==> src/rtl/seq_mult_hs.sv <==
// Iterative shift-add multiplier, one multiplier bit per clock, with valid/ready on both sides.
// Optional SEQ_MULT_EARLY_TERM_EN: leave CALC as soon as the remaining multiplier bits are all zero.
module seq_mult_hs #(
  parameter int XLEN = 16,
  localparam int CNTW = $clog2(XLEN + 1)
) (
  input  logic              clk,
  input  logic              resetn,
  input  logic              in_valid,
  output logic              in_ready,
  input  logic              signed_i,
  input  logic [XLEN-1:0]   a_i,
  input  logic [XLEN-1:0]   b_i,
  output logic              out_valid,
  input  logic              out_ready,
  output logic [2*XLEN-1:0] product_o,
  output logic              busy
);

  localparam logic [XLEN-1:0]   X_ONE = XLEN'(1);
  localparam logic [2*XLEN-1:0] P_ONE = (2 * XLEN)'(1);

  typedef enum logic [1:0] {IDLE, CALC, DONE} state_t;

  state_t              state, state_nxt;
  logic                ready_en;
  logic                signed_q;
  logic                sign_x;
  logic [XLEN-1:0]     mplier;
  logic [2*XLEN-1:0]   mcand;
  logic [2*XLEN-1:0]   acc;
  logic [2*XLEN-1:0]   prod_q;
  logic [CNTW-1:0]     cnt;

  logic [XLEN-1:0]     a_mag, b_mag, mplier_sh;
  logic [2*XLEN-1:0]   acc_sum, result;
  logic [CNTW-1:0]     cnt_dec;
  logic                last, neg, accept;

  assign a_mag     = (signed_i && a_i[XLEN-1]) ? (~a_i + X_ONE) : a_i;
  assign b_mag     = (signed_i && b_i[XLEN-1]) ? (~b_i + X_ONE) : b_i;
  assign acc_sum   = mplier[0] ? (acc + mcand) : acc;
  assign mplier_sh = mplier >> 1;
  assign cnt_dec   = cnt - CNTW'(1);
  assign neg       = signed_q & sign_x;
  assign result    = neg ? (~acc_sum + P_ONE) : acc_sum;
  assign accept    = (state == IDLE) && in_valid && ready_en;
  assign product_o = prod_q;

`ifdef SEQ_MULT_EARLY_TERM_EN
  assign last = (cnt_dec == '0) || (mplier_sh == '0);
`else
  assign last = (cnt_dec == '0);
`endif

  always_ff @(posedge clk) begin
    if (!resetn) state <= IDLE;
    else         state <= state_nxt;
  end

  always_comb begin
    state_nxt = state;
    in_ready  = 1'b0;
    out_valid = 1'b0;
    busy      = 1'b0;
    case (state)
      IDLE: begin
        in_ready = ready_en;
        if (in_valid && ready_en) state_nxt = CALC;
      end
      CALC: begin
        busy = 1'b1;
        if (last) state_nxt = DONE;
      end
      DONE: begin
        busy      = 1'b1;
        out_valid = 1'b1;
        if (out_ready) state_nxt = IDLE;
      end
      default: state_nxt = IDLE;
    endcase
  end

  // ready_en holds in_ready low for the whole reset and releases it one edge later.
  always_ff @(posedge clk) begin
    if (!resetn) begin
      ready_en <= 1'b0;
      signed_q <= 1'b0;
      sign_x   <= 1'b0;
      mplier   <= '0;
      mcand    <= '0;
      acc      <= '0;
      prod_q   <= '0;
      cnt      <= '0;
    end else begin
      ready_en <= 1'b1;
      case (state)
        IDLE: begin
          if (accept) begin
            signed_q <= signed_i;
            sign_x   <= a_i[XLEN-1] ^ b_i[XLEN-1];
            mcand    <= {{XLEN{1'b0}}, a_mag};
            mplier   <= b_mag;
            acc      <= '0;
            cnt      <= CNTW'(XLEN);
          end
        end
        CALC: begin
          acc    <= acc_sum;
          mcand  <= mcand << 1;
          mplier <= mplier_sh;
          cnt    <= cnt_dec;
          if (last) prod_q <= result;
        end
        DONE: begin
          if (out_ready) prod_q <= '0;
        end
        default: ;
      endcase
    end
  end

endmodule
==> config.mk <==
export PLATFORM = sky130hd
export DESIGN_NAME = seq_mult_hs
export DESIGN_NICKNAME = d
export VERILOG_FILES = /design/src/rtl/seq_mult_hs.sv
export SDC_FILE = /design/constraint.sdc
export NUM_CORES = 1
export LEC_CHECK = 0
export ABC_CLOCK_PERIOD_IN_PS = 9400
export CORE_UTILIZATION = 60
export CTS_CLUSTER_SIZE = 30
export DETAILED_ROUTE_END_ITERATION = 8
export PLACE_DENSITY = 0.82
export SYNTH_ARGS = -nofsm -noshare
export SYNTH_HDL_FRONTEND = slang
export SYNTH_SLANG_ARGS = --single-unit
==> constraint.sdc <==
create_clock -name clk -period 9.4 [get_ports clk]
set_input_delay 1.41 -clock clk [delete_from_list [all_inputs] [get_ports clk]]
set_output_delay 1.41 -clock clk [all_outputs]
set_load 0.03 [all_outputs]
==> flow_metrics.py <==
metrics = {
    "outcome": {
        "status": "complete, no violations",
    },
    "worst_hold_path": {
        "holdPathEnd": "product_o[23]",
        "hp-class": "flip-flop to flip-flop",
        "holdCritStartpoint": "product_o[23]",
        "holdPathStages": 2,
    },
    "clock_tree": {
        "clock_tree.root_cell": "clkbuf_16",
        "cts_tree": "done",
        "postCtsSetupBuffers": 0,
        "clk_pin_slew_worst_paths_ps": 60,
        "clkLatencyLatePin_ps": 420,
        "cts.path.max_buffers": 2,
        "ctsHtreeMaxLevel": 4,
        "cts_resized": 0,
        "holdBufCountCts": 0,
        "clock_sinks": 122,
        "cts_made_buffers": 17,
    },
    "setup_path": {
        "arrival_ps": 4370,
        "timing.reg2reg.worst_path_depth": 12,
        "critPathMaxFanout": 8,
        "rrSetupSlack_ps": 5310,
        "start_kind": "flip-flop",
        "timing.rr.end": "product_o[25]",
        "setup.worst_path.class": "flip-flop to flip-flop",
        "cp_data_required_time_ps": 9680,
        "r2r-start": "mcand[0]",
        "end_kind": "flip-flop",
    },
    "yosys": {
        "synth_compound_area_frac": 0.282,
        "synth-edff-count": 0,
        "synth.avg_cell_area_sq_um": 7.63,
        "syn-cell-area_sq_mm": 0.00877,
        "async_reset_ff_frac": 0,
        "yosys.area_share.simple": 0.258,
        "yosys.area_share.adder": 0.0579,
        "syn_inst": 1149,
        "yosys_warnings": 0,
        "synthXorXnorAreaFrac": 0.0648,
        "syn-num-nets": 1226,
        "synth_cell_types": 80,
        "synth_ff_type": "dfxtp_1",
        "synth_top_family_by_area": "compound AO/OA/AOI/OAI gates",
        "synthMuxAreaShare": 0.0164,
        "ys_seq_elements": 122,
        "ys_seq_area_frac": 0.279,
    },
    "final_layout": {
        "area.growth.synth_to_final_pct": 14.3,
        "fin_cells": 1366,
        "antenna_cells": 0,
        "finalNetCount": 1251,
        "drive_gt1_frac": 0.0548,
        "final_util": 0.713,
        "fill_cells": 1175,
    },
    "detailed_routing": {
        "drt_iter0_markers": 724,
        "vias": 8666,
        "dr.pass1.iters": 7,
        "routed_wl_um": 23000,
        "avgViaCountPerCell": 6.34,
        "drt-wirelength-per-cell_um": 16.9,
        "drtAntennaViolNets": 0,
        "drc": 0,
    },
    "floorplanning": {
        "io_pins": 72,
        "die_h_um": 123,
        "initial_core_util": 0.624,
        "core-area_sq_mm": 0.0140,
        "die_area_sq_mm": 0.0151,
        "die_w_um": 123,
        "rows": 43,
    },
    "power_and_ir_drop": {
        "seqPwrFrac": 0.399,
        "static-leakage-power_nw": 3.69,
        "switching_share": 0.282,
        "pwr-share-comb": 0.148,
        "irDropWorstVdd_mv": 0.146,
        "p_switching_mw": 0.383,
        "p_int_mw": 0.973,
        "power.density_mw_per_mm2": 135,
        "power_frac_clock": 0.452,
    },
    "place": {
        "post-dp-hpwl_um": 15900,
        "place_congestion": 0.937,
        "port_buffers": 71,
        "dp.cells": 1335,
        "dp_worst_setup_slack_ps": 5420,
    },
    "grt": {
        "grt_overflow": 0,
        "grt_pass1_vias": 7887,
        "grt_pass1_wl_um": 37500,
        "grt_max_degree": 108,
        "grt_util_all_layers": 0.314,
        "antenna_found_initial": 0,
    },
    "run": {
        "cap_violations": 0,
    },
    "sta": {
        "tightest_slew_ps": 1080,
        "setup_viol": 0,
        "worst_slack_ps": 5310,
        "timing.fmax_mhz": 245,
        "min_period_over_period": 0.435,
        "finalHoldViolCount": 0,
        "slew_headroom": 0.279,
        "slew_violations": 0,
        "skew_ps": 7.50,
        "tns_ps": 0,
        "layout_min_cycle_time_ps": 4090,
        "rsz0062_at_grt": "false",
    },
}
## synthesized netlist by cell type (all sizes together), types with 4 or more instances
cell	n	area (sq um)
a221oi	5	50.0
a211o	6	52.6
and4	7	61.3
nor4	14	106
and2	35	219
o211a	10	100
buf	16	82.6
o211ai	13	97.6
a22oi	48	360
nand2	184	691
a21boi	26	195
o311ai	5	43.8
xnor2	34	298
o2111ai	7	67.6
xor2	30	270
nand3	31	155
and3	6	37.5
o21bai	4	30.0
clkbuf	56	210
o22ai	7	43.8
nor3	24	125
nor2	52	195
mux2i	11	110
a211oi	13	108
o21ai	97	489
a21oi	56	280
a21o	16	120
o31ai	11	87.6
nor2b	56	350
ha	39	488
dfxtp	122	2440
nand4	13	81.3
inv	21	78.8
a31oi	13	87.6
nand2b	4	25.0
or3	6	42.5
## power by group through the flow
stage               clock network (mW)  logic [mW]  registers (mW)
floorplan                            0       0.141           0.549
global placement                     0       0.193           0.551
detailed placement                   0       0.197           0.552
CTS                              0.617       0.199           0.541
global route                     0.642       0.221           0.543
finish                           0.613       0.201           0.541
## critical path, cell delays in order (launching register included)
cell and delay (ps):
dfxtp_1 330, ha_1 260, fa_1 430, a211oi_1 370, o21ai_2 190, xor2_1 180
a21oi_1 440, o2111ai_1 320, nor4_2 500, o2111ai_1 300, o31ai_1 350, xor2_1 190
o21ai_1 70
## final cells by class
class,count,area [sq um],area share
Tap cell,180,225,0.0225
Timing Repair Buffer,78,758,0.0757
Clock inverter,10,97.6,0.00974
Inverter,21,78.8,0.00787
Clock buffer,21,450,0.0450
Sequential cell,122,2440,0.244
Multi-Input combinational cell,934,5960,0.595
## how the worst max path moves through the flow
stage | cells past startpoint | slack, ps | endpoint | startpoint
2_1_floorplan | 12 | 5910 | product_o[31] | mcand[0]
3_3_place_gp | 12 | 5540 | product_o[25] | mcand[0]
3_5_place_dp | 12 | 5420 | product_o[31] | mcand[0]
4_1_cts | 12 | 5380 | product_o[25] | mcand[0]
5_1_grt | 12 | 4920 | product_o[25] | mcand[0]
6_report | 12 | 5310 | product_o[25] | mcand[0]
## stage by stage
stage | hold slack (ps) | total power, mW | instance area, sq um
floorplan | 441 | 0.691 | 8770
global placement | 437 | 0.745 | 9470
detailed placement | 442 | 0.749 | 9470
CTS | 449 | 1.36 | 10000
global route | 471 | 1.41 | 10000
finish | 446 | 1.36 | 10000
## cells in the final DEF (no fill, tap or decap), drive strengths merged, types with 13 or more instances in the layout
cell type / instances
a31oi: 13
a22oi: 48
xor2: 30
o21ai: 97
nand2: 184
nand4: 13
inv: 21
xnor2: 34
a21boi: 26
clkbuf: 21
and2: 35
nor4: 14
clkdlybuf4s50: 70
dfxtp: 122
ha: 39
nor3: 24
nor2: 52
a211oi: 13
nand3: 31
nor2b: 56
a21oi: 56
a21o: 16
o211ai: 13
## registers in the layout, indices dropped and copies added, names as in the netlist
| signal | cells |
|---|---|
| mcand | 32 |
| signed_q | 1 |
| acc | 32 |
| sign_x | 1 |
| cnt | 5 |
| mplier | 16 |
| ready_en | 1 |
| product_o | 32 |
| state | 2 |
## routing by layer
layer	vias to the layer above	track usage	share of wire
met2	255	0.543	0.49
met3	66	0.0544	0.048
li1	4245	-	-
met5	-	0	0
met1	4100	0.375	0.43
met4	0	0.147	0.037
## logic make-up after synthesis
group / Yosys count
AO/OA/AOI/OAI: 363
XOR/XNOR: 64
adder cells (fa/ha/maj): 40
buffers and inverters: 93
flip-flops: 122
multiplexers: 14
AND/OR/NAND/NOR: 453
Power figures use the tool's default switching activity.
==> RTL edit, RTL diff (config.mk and constraints unchanged) <==
The 3 states of `state_t` get a one-hot encoding in 3 bits.
--- a/src/rtl/seq_mult_hs.sv
+++ b/src/rtl/seq_mult_hs.sv
@@ -20,7 +20,7 @@
   localparam logic [XLEN-1:0]   X_ONE = XLEN'(1);
   localparam logic [2*XLEN-1:0] P_ONE = (2 * XLEN)'(1);
 
-  typedef enum logic [1:0] {IDLE, CALC, DONE} state_t;
+  typedef enum logic [2:0] {IDLE = 3'b001, CALC = 3'b010, DONE = 3'b100} state_t;
 
   state_t              state, state_nxt;
   logic                ready_en;
Behaviour: no difference found for any inputs over 10 cycles, from zero or initial values and one cycle with resetn low; not proved beyond that.
==> RTL edit against the original RTL <==
  * Design area decreased by 1.1%
  * Synthesized area down 2.1%
  * Power decreased by 2.3%
  * Worst setup slack got worse by 280 ps
  * Sequential cell count is 1 higher
  * Critical path depth did not move
  * Non-clock buffer count grew 4
  * Cell count increased by 0.59%
  * Die area is 2.1% lower
  * Routed wire length grew 3.6%
  * Critical path type unchanged
  * Critical endpoint is now product_o[31]$_SDFFE_PN0P_
  * Largest cell class unchanged
==> RTL edit: results (changes against the original RTL) <==
==============================================================================
Result of the run                                                 finished clean
Area share of fa/ha/maj cells after synthesis                           5.483%   -0.31 points
Total met2 wirelength after detailed routing                          11700 um   +3.9%
Wire length of the first global-routing pass                          38900 um   +3.6%
Met1 track utilization from global routing                              37.16%   -0.39 points
Distinct cells, synth                                                       74   -7.5%
Top cells by area in the synthesized netlist                      sky130_fd_sc_hd__dfxtp_1 29%, sky130_fd_sc_hd__a21oi_1 7.3%, sky130_fd_sc_hd__nand2_1 6.1%, sky130_fd_sc_hd__nor2_1 5.7%, sky130_fd_sc_hd__ha_1 5.2%
Multiplexer area fraction after synthesis                               1.662%   +0.021 points
Beginning of the worst hold path                                  mplier[2]$_SDFFE_PN0P_
Total global routing track utilization                                  33.15%   +1.8 points
Post-DR wirelength/cell                                               17.36 um   +3.0%
Share of layout cells above drive strength 1                            6.030%   +0.55 points
Reported leakage power                                                3.701 nW   +0.34%
Aggregate routed wire length                                          23860 um   +3.6%
P_sw                                                                 0.3465 mW   -9.5%
CP max stage delay                                                      580 ps   +80 ps
Commonest cells in the synthesized netlist                        140 x sky130_fd_sc_hd__nand2_1, 131 x sky130_fd_sc_hd__nor2_1, 125 x sky130_fd_sc_hd__a21oi_1
Critical Path Slowest Stage Cell                                  sky130_fd_sc_hd__or4b_4
Peak VDD IR                                                        0.0001354 V   -7.3%
Met2 track utilization from global routing                              57.74%   +3.5 points
DP HPWL                                                               16670 um   +4.6%
Final nets                                                                1255   +0.32%
Maximum fanout along the worst path                                          6   -2
Final setup skew                                                      7.942 ps   +0.4369 ps
Arr. time, crit path                                                   4680 ps   +310 ps
Met3 demand-to-capacity share in global routing                         5.758%   +0.32 points
Post-placement cell area                                             9319 um^2   -1.6%
Total length of routed met3 wires                                      1179 um   +6.5%
WL met1                                                                9671 um   -1.2%
Share of synthesized area occupied by flip-flops and latches            28.70%   +0.84 points
Pin count of the biggest net entering global routing                       107   -0.93%
Xor and xnor fraction of the mapped netlist area                        6.226%   -0.25 points
Vias in the first global route                                            8214   +4.1%
Pre-CTS WS                                                             5097 ps   -322.4 ps
Total via count in the routed design                                      8818   +1.8%
Max-Slew Margin vs Limit                                                25.23%   -2.6 points
Share of the synthesized area in compound gates (AO/OA/AOI/OAI)         28.04%   -0.16 points
Antenna fix cells                                                            0   unchanged
==============================================================================
RTL edit: changes by cell type in the layout (fill, tap and decap cells not counted), moves of 8 or more:
cell,before,now
sky130_fd_sc_hd__nor2_1,52,130
sky130_fd_sc_hd__nand3_1,31,60
sky130_fd_sc_hd__nor2b_1,56,4
sky130_fd_sc_hd__a21boi_0,26,3
sky130_fd_sc_hd__a21oi_1,55,125
sky130_fd_sc_hd__nand2_1,184,139
sky130_fd_sc_hd__and2_1,34,10
sky130_fd_sc_hd__o21ai_0,74,61
sky130_fd_sc_hd__o21ai_1,21,2
sky130_fd_sc_hd__a31oi_1,12,23
sky130_fd_sc_hd__nor3_1,23,31
sky130_fd_sc_hd__o21a_1,2,10
RTL edit: final cells by class:
| cell class | instances | area (um^2) |
|---|---|---|
| flip-flops and latches | 123 | 2462 |
| inverters | 15 | 56.30 |
| clock buffers | 17 | 425.4 |
| clock inverters | 15 | 163.9 |
| repair buffers | 82 | 793.3 |
| well taps | 180 | 225.2 |
| multi-input cells | 942 | 5782 |
| fillers | 1192 | 4026 |
RTL edit: final timing paths:
path	end	slack, ps
setup / recovery	product_o[31]$_SDFFE_PN0P_	5040
hold / removal	mplier[2]$_SDFFE_PN0P_	450
setup reg to reg	product_o[31]$_SDFFE_PN0P_	5040
hold reg to reg	mplier[2]$_SDFFE_PN0P_	450
RTL edit: power by group through the flow:
stage                     Clock [mW]  Sequential (mW)  Combinational, mW
after global placement             0            0.549              0.126
after global routing           0.682            0.539              0.143
after CTS                      0.661            0.538              0.129
after floorplan                    0            0.547             0.0865
final                          0.656            0.538              0.130
after detailed placement           0            0.549              0.128
